<file path="config.mk">
export PLATFORM = sky130hd
export DESIGN_NAME = wddl_phase_sequencer
export DESIGN_NICKNAME = d
export VERILOG_FILES = /design/src/rtl/wddl_phase_sequencer.sv
export SDC_FILE = /design/constraint.sdc
export NUM_CORES = 1
export LEC_CHECK = 0
export BUFFER_PORTS_ARGS = -buffer_cell sky130_fd_sc_hd__buf_2
export CAP_MARGIN = 30
export CORE_UTILIZATION = 50
export CTS_BUF_LIST = sky130_fd_sc_hd__clkbuf_16
export CTS_CLUSTER_SIZE = 12
export DETAILED_ROUTE_END_ITERATION = 10
export PLACE_DENSITY = 0.78
export SYNTH_ARGS = -nofsm -noshare
export SYNTH_HDL_FRONTEND = slang
export SYNTH_SLANG_ARGS = --single-unit
</file>
<file path="constraint.sdc">
create_clock -name UserCLK -period 3 [get_ports UserCLK]
set_input_delay 0.15 -clock UserCLK [delete_from_list [all_inputs] [get_ports UserCLK]]
set_output_delay 0.15 -clock UserCLK [all_outputs]
set_load 0.03 [all_outputs]
</file>
<file path="src/rtl/wddl_phase_sequencer.sv">
// Precharge/evaluate sequencer for a group of WDDL tiles sharing one precharge net,
// with sticky F_ctrl fault aggregation and a threshold alarm that parks the group in spacer.
module wddl_phase_sequencer #(
    parameter int N_TILES      = 8,
    parameter int LEN_W        = 8,
    parameter int CNT_W        = 4,
    parameter int PRECH_CYCLES = 1,
    parameter int EVAL_CYCLES  = 1,
    parameter int CHECK_DLY    = 2,
    parameter int FAULT_THRESH = 2
) (
    input  logic               UserCLK,
    input  logic               rst,
    input  logic               start,
    input  logic [LEN_W-1:0]   op_len,
    input  logic [N_TILES-1:0] tile_mask,
    input  logic [N_TILES-1:0] fault_in,
    input  logic               clear_alarm,
    output logic               precharge,
    output logic               eval_en,
    output logic               busy,
    output logic               done,
    output logic               alarm,
    output logic [N_TILES-1:0] fault_flags,
    output logic [CNT_W-1:0]   fault_cnt
);

    localparam int MAX_PE   = (PRECH_CYCLES > EVAL_CYCLES) ? PRECH_CYCLES : EVAL_CYCLES;
    localparam int MAX_HOLD = (MAX_PE > CHECK_DLY) ? MAX_PE : CHECK_DLY;
    localparam int TMR_W    = (MAX_HOLD > 1) ? $clog2(MAX_HOLD) : 1;

    localparam logic [TMR_W-1:0] PRECH_LAST = TMR_W'(PRECH_CYCLES - 1);
    localparam logic [TMR_W-1:0] EVAL_LAST  = TMR_W'(EVAL_CYCLES - 1);
    localparam logic [TMR_W-1:0] DRAIN_LAST = TMR_W'(CHECK_DLY - 1);
    localparam logic [CNT_W-1:0] THRESH     = CNT_W'(FAULT_THRESH);

    typedef enum logic [2:0] {
        S_IDLE,
        S_PRECH,
        S_EVAL,
        S_DRAIN,
        S_ALARM
    } state_t;

    state_t               state_q, state_d;
    logic [TMR_W-1:0]     tmr_q, tmr_d;
    logic [LEN_W-1:0]     rem_q, rem_d;
    logic [CHECK_DLY-1:0] sr_q, sr_d;
    logic                 done_q, done_d;
    logic [N_TILES-1:0]   flags_q, flags_d;
    logic [CNT_W-1:0]     cnt_q, cnt_d;
    logic [N_TILES-1:0]   hit;
    logic [CHECK_DLY:0]   sr_ext;
    logic                 chk;
    logic                 busy_st;

    assign chk     = sr_q[CHECK_DLY-1];
    assign busy_st = (state_q == S_PRECH) || (state_q == S_EVAL) || (state_q == S_DRAIN);

    always_comb begin
        state_d = state_q;
        tmr_d   = tmr_q;
        rem_d   = rem_q;
        done_d  = 1'b0;
        flags_d = flags_q;
        cnt_d   = cnt_q;
        hit     = fault_in & tile_mask;
        sr_ext  = '0;
        sr_d    = '0;

        // Rails are only meaningful CHECK_DLY cycles after an evaluate cycle.
        if (chk && (hit != '0)) begin
            flags_d = flags_q | hit;
            if (cnt_q != '1) begin
                cnt_d = cnt_q + 1'b1;
            end
        end

        case (state_q)
            S_IDLE: begin
                if (start) begin
                    flags_d = '0;
                    cnt_d   = '0;
                    tmr_d   = '0;
                    if (op_len != '0) begin
                        rem_d   = op_len;
                        state_d = S_PRECH;
                    end else begin
                        done_d = 1'b1;
                    end
                end
            end
            S_PRECH: begin
                if (tmr_q == PRECH_LAST) begin
                    tmr_d   = '0;
                    state_d = S_EVAL;
                end else begin
                    tmr_d = tmr_q + 1'b1;
                end
            end
            S_EVAL: begin
                if (tmr_q == EVAL_LAST) begin
                    tmr_d   = '0;
                    rem_d   = rem_q - 1'b1;
                    state_d = (rem_q == LEN_W'(1)) ? S_DRAIN : S_PRECH;
                end else begin
                    tmr_d = tmr_q + 1'b1;
                end
            end
            S_DRAIN: begin
                if (tmr_q == DRAIN_LAST) begin
                    tmr_d   = '0;
                    state_d = S_IDLE;
                    done_d  = 1'b1;
                end else begin
                    tmr_d = tmr_q + 1'b1;
                end
            end
            S_ALARM: begin
                if (clear_alarm) begin
                    state_d = S_IDLE;
                    flags_d = '0;
                    cnt_d   = '0;
                end
            end
            default: begin
                state_d = S_IDLE;
                tmr_d   = '0;
            end
        endcase

        // Threshold wins over every busy-state transition, including the done handoff.
        if (busy_st && (cnt_d >= THRESH)) begin
            state_d = S_ALARM;
            tmr_d   = '0;
            done_d  = 1'b0;
        end

        sr_ext = {sr_q, (state_q == S_EVAL)};
        sr_d   = (state_d == S_ALARM) ? '0 : sr_ext[CHECK_DLY-1:0];
    end

    always_ff @(posedge UserCLK or posedge rst) begin
        if (rst) begin
            state_q <= S_IDLE;
            tmr_q   <= '0;
            rem_q   <= '0;
            sr_q    <= '0;
            done_q  <= 1'b0;
            flags_q <= '0;
            cnt_q   <= '0;
        end else begin
            state_q <= state_d;
            tmr_q   <= tmr_d;
            rem_q   <= rem_d;
            sr_q    <= sr_d;
            done_q  <= done_d;
            flags_q <= flags_d;
            cnt_q   <= cnt_d;
        end
    end

    assign precharge   = (state_q != S_EVAL);
    assign eval_en     = (state_q == S_EVAL);
    assign busy        = busy_st;
    assign alarm       = (state_q == S_ALARM);
    assign done        = done_q;
    assign fault_flags = flags_q;
    assign fault_cnt   = cnt_q;

endmodule

</file>
## After elaboration in Yosys (flattened, before gate mapping)

Cells that the tools add are included.

- Bits in latches: 0
- Memories kept: 0
- Bits in read-only memories: 0
- Input port bits: 28
- Bits in registers: 27
- Bits in writable memories: 0
- Output and inout bits: 17

- $lt $le $gt $ge: 1
- Eq/ne operators: 13
- Add/sub/neg operators: 3
- Shift operators: 0
- Muxes and demuxes: 33
- Bitwise gates (word level): 2
- Multipliers: 0
- Reduce and logical (&&, ||, !) cells: 11
- Div/mod/pow operators: 0

Operators with widths:

| operator | count |
|---|---|
| 2-to-1 mux 8 bit | 6 |
| one-hot mux 8 bit (2 select lines) | 2 |
| 2-to-1 mux 3 bit | 7 |
| 2-to-1 mux 4 bit | 4 |
| nonzero test 8 bit | 2 |
| one-hot mux 3 bit (5 select lines) | 1 |
| AND 8 bit | 1 |
| == test 8 x 1 -> 1 bit, second input constant | 1 |
| 2-to-1 mux 1 bit | 8 |
| bitwise OR 8 bit | 1 |
| one-hot mux 4 bit (2 select lines) | 1 |
| subtractor 8 x 1 -> 8 bit, second input constant | 1 |
| == test 3 x 2 -> 1 bit, second input constant | 2 |
| == test 3 bit, second input constant | 2 |
| != test 2 bit, second input constant | 3 |
| adder 4 x 1 -> 4 bit, second input constant | 1 |
| greater-or-equal comparator 4 x 2 -> 1 bit, second input constant | 1 |
| 2-to-1 mux 2 bit | 2 |
| != test 4 bit, second input constant | 1 |
| one-hot mux 1 bit (4 select lines) | 1 |
| AND reduction 4 bit | 1 |
| == test 3 x 1 -> 1 bit, second input constant | 1 |
| zero test 3 bit | 1 |
| != test 3 x 2 -> 1 bit, second input constant | 1 |
| 9 further kinds | 11 |

## Longest topological paths before layout

- Word-level depth: 11
- Mapped depth: 8

## Worst setup path before layout

Ideal clock, no wire load.

- Kind: register to register
- From: reg cnt_q[0] (netlist: fault_cnt[0])
- To: reg state_q[2]
- Data arrival time: 2.095 ns
- Library setup time: 0.119 ns
- Data required time: 2.881 ns
- Cell stages (with the launch flop): 8
- Clock period less this slack: 2.214 ns
- Path slack: 0.786 ns
- Cell sequence: dfrtp_1 ha_1 or4_1 a21oi_1 a211oi_1 or3_1 buf_6 a21bo_2

- Cells in the longest elaborated chain, start to end: 8

RTL lines:

| element | line | text |
|---|---|---|
| start, declared | 51 | `logic [CNT_W-1:0] cnt_q, cnt_d;` |
| start signal, assigned | 159 | `cnt_q <= cnt_d;` |
| adder 4 x 1 -> 4 bit / != test 4 bit (equally long branches) | 75, 74 |  |
| 2-to-1 mux 4 bit * | 74 | `if (cnt_q != '1) begin` |
| 2-to-1 mux 4 bit * | 72 | `if (chk && (hit != '0)) begin` |
| 2-to-1 mux 4 bit (on tied branches) | 120, 81 |  |
| one-hot mux 4 bit (2 select lines) * | 79 | `case (state_q)` |
| named net cnt_d[3] | 51 |  |
| greater-or-equal comparator 4 x 2 -> 1 bit * | 133 | `if (busy_st && (cnt_d >= THRESH)) begin` |
| logical AND 1 bit * | 133 |  |
| 2-to-1 mux 3 bit * | 133 |  |
| named net state_d[2] | 45 | `state_t state_q, state_d;` |
| end signal, assigned | 153 | `state_q <= state_d;` |
| end, declared | 45 |  |

Mark *: on every way through the listed nets, which the timed path passes. The rest lies on a longest branch.
A chain may end at the register's enable or synchronous reset.

## Worst setup path after layout

- From: reg state_q[0]
- To: reg state_q[2]

- Cells in the longest elaborated chain, start to end: 5

RTL lines:

| element | line |
|---|---|
| == test 3 bit / zero test 3 bit (equally long branches) | 79 |
| one-hot mux 4 bit (2 select lines) * | 79 |
| named net cnt_d[1] | 51 |
| greater-or-equal comparator 4 x 2 -> 1 bit * | 133 |
| logical AND 1 bit * | 133 |
| 2-to-1 mux 3 bit * | 133 |
| named net state_d[2] | 45 |

Marked as above.

==> flow_summary.yaml <==
setup_path:
  critPathMaxFanout: 13
  path_cells: "or2_4 > a21oi_2 > or2b_1 > mux2i_1 > or3_1 > a21bo_2"
  critPathRequiredTime_ns: 3.16
  cpPeakStageDelay_ns: 0.52
  startpoint_type: "flip-flop"
  critPathKind: "flip-flop to flip-flop"
  crit_path_end_kind: "flip-flop"
  cp_slowest_cell: "or3_1"
  r2r_slack_ns: 0.69
  r2r-end: "state_q[2]"
  arrival_ns: 2.47
  ff2ff_path_depth: 6
  crit-reg2reg-launch: "state_q[0]"
floorplan:
  io_pins: 45
  rows: 19
  start_util_pct: 53.9
  floorplan.core_area_um2: 2810
  fp.dieW_um: 57.0
  fp.dieH_um: 57.0
  die_area_um2: 3250
routing:
  wire_per_inst_um: 14.0
  drt_wl_total_um: 3350
  drc_errors: 12
  met1_length_um: 1350
  viasPerCell: 5.81
  top_layer: "met4"
  met2_length_um: 1760
  drtPass1Iterations: 8
  drtIter0Drc: 79
  routed-wl-met3_um: 209
  ant_nets: 0
  num_vias: 1394
sta:
  relSlewSlack_pct: 49.2
  clock_skew_ns: 0.00634
  rsz0062_at_grt: "no"
  fmax_mhz: 432
  slew_viol_final: 0
  tightest_slew_ns: 0.761
  fin_crit_sh_pct: 77.1
  period_minus_slack_ns: 2.31
  setup_viol: 0
  final_hold_viol_count: 0
  finalSetupTns_ns: 0
grt:
  overflow: 0
  grt_pass1_wl_um: 5860
  grt_usage_pct: 22.8
  grt_pass1_vias: 1423
  grt_antenna_before_repair: 0
  grt_max_degree: 26
cts:
  clock_path_buffers: 2
  path_clk_slew_ns: 0.07
  cts_resized: 0
  root_buffer: "clkbuf_16"
  insertion_delay_ns: 0.26
  cts_buffers: 3
  cts.sinks: 27
  postCtsHoldBufs: 1
  cts_max_level: 1
  cts_tree: "built"
  post-cts-setup-buffers: 0
worst_hold_path:
  holdPathStages: 3
  holdPathEnd: "rem_q[0]"
  min_from: "op_len[0]"
  hold_path_class: "input pin to flip-flop"
layout:
  utilization_pct: 65.8
  drive_above_1_share_pct: 28.7
  area_growth_pct: 22.0
  antennaDiodeCount: 0
  fillers: 238
  final_common_cell: "buf_2"
  final_cell_mix: "buf_2, dfrtp_1, nor2_1"
  nNetsFinal: 241
synthesis:
  netlist_top_cells_area: "dfrtp_1, nor2_1, o21ai_0, a21oi_1, a31oi_1"
  synth_area_um2: 1510
  synth_edf_count: 0
  synthCells: 166
  seq_area_frac_synth_pct: 44.7
  synth_cell_types: 41
  syn_area_per_cell_um2: 9.11
  synth.net_count: 197
  ys.flop_type: "dfrtp_1"
  ys_seq_elements: 27
  yosysTopAreaCellShare_pct: 44.7
  synth_top_cell_by_area: "dfrtp_1"
  synthArstFlopShare_pct: 100
  ys_warn_count: 0
power_and_ir_drop:
  p_total_mw: 1.93
  ir_drop_uv: 610
  leakage_nw: 0.878
  power_density_nw_per_um2: 1040
placement:
  gp_congestion: 0.838
  hpwlAfterDp_um: 2540
  port_buffers: 44
outcome:
  status: "finished with violations"
  violations: "design-rule violations"
flow_run:
  cap_violations: 0
==> metal layers <==
metal | up-vias | track usage, %
met5 | - | 0
met4 | 0 | 6.62
met3 | 5 | 4.31
met2 | 51 | 44.2
met1 | 652 | 24.9
li1 | 686 | -
==> layout make-up <==
cell class	count	area, um2	area share, %
Clock buffer	3	75.1	4.07
Clock inverter	1	7.51	0.407
Inverter	6	22.5	1.22
Multi-Input combinational cell	126	768	41.6
Sequential cell	27	676	36.6
Tap cell	31	38.8	2.10
Timing Repair Buffer	46	258	14.0
==> worst max-delay path by stage <==
stage	from	to	cells after the start
2_1_floorplan	fault_cnt[0]	state_q[2]	7
3_3_place_gp	state_q[0]	state_q[2]	6
3_5_place_dp	state_q[0]	state_q[2]	6
4_1_cts	state_q[0]	state_q[2]	6
5_1_grt	state_q[0]	done	6
6_report	state_q[0]	state_q[2]	6
==> cell families (layout without fill, tap and decap cells) <==
kind of cell    count (synthesis)  after routing  share of synthesized area [%]
simple gates                   65             65                           20.8
fa+ha+maj                       3              3                           2.48
buf+inv                        13             56                           4.55
mux                             1              1                          0.662
compound gates                 56             56                           26.3
xor+xnor                        1              1                          0.579
flops                          27             27                           44.7
==> registers in the layout (all words and copies together) (netlist names) <==
| signal | count |
|---|---|
| rem_q | 8 |
| sr_q | 2 |
| tmr_q | 1 |
| fault_flags | 8 |
| state_q | 3 |
| done | 1 |
| fault_cnt | 4 |
==> critical path, delay by kind of cell (launching register included) <==
kind / cells / cell delay (ns)
muxes: 1 / 0.07
and+or+nand+nor: 3 / 1.00
AOI/OAI and AO/OA: 2 / 0.67
DFF: 1 / 0.45
==> power breakdown <==
group	total [mW]	internal [mW]	switching, mW
Sequential	0.687	0.523	0.164
Combinational	0.926	0.325	0.600
Clock	0.312	0.181	0.131
Total	1.93	1.03	0.895
==> through the flow <==
step	hold WS, ns	std cells	area (um2)	worst slack [ns]
after floorplan	0.203	166	1510	0.786
after global routing	0.164	240	1850	0.568
after global placement	0.410	234	1730	0.788
final	0.133	240	1850	0.687
after CTS	0.134	240	1850	0.702
after detailed placement	0.244	235	1750	0.720
==> cells in the mapped netlist, drive strengths merged (2+ instances only) <==
cell,n
clkbuf,4
nand4,2
or2b,2
a21o,2
a21oi,14
dfrtp,27
nand2b,3
nand3,3
a211oi,5
a31oi,10
a221oi,2
a22o,2
ha,3
buf,3
nand2,12
or4,3
o21ai,16
inv,6
nor3,8
nor2,24
nor2b,2
Power figures use the tool's default switching activity.
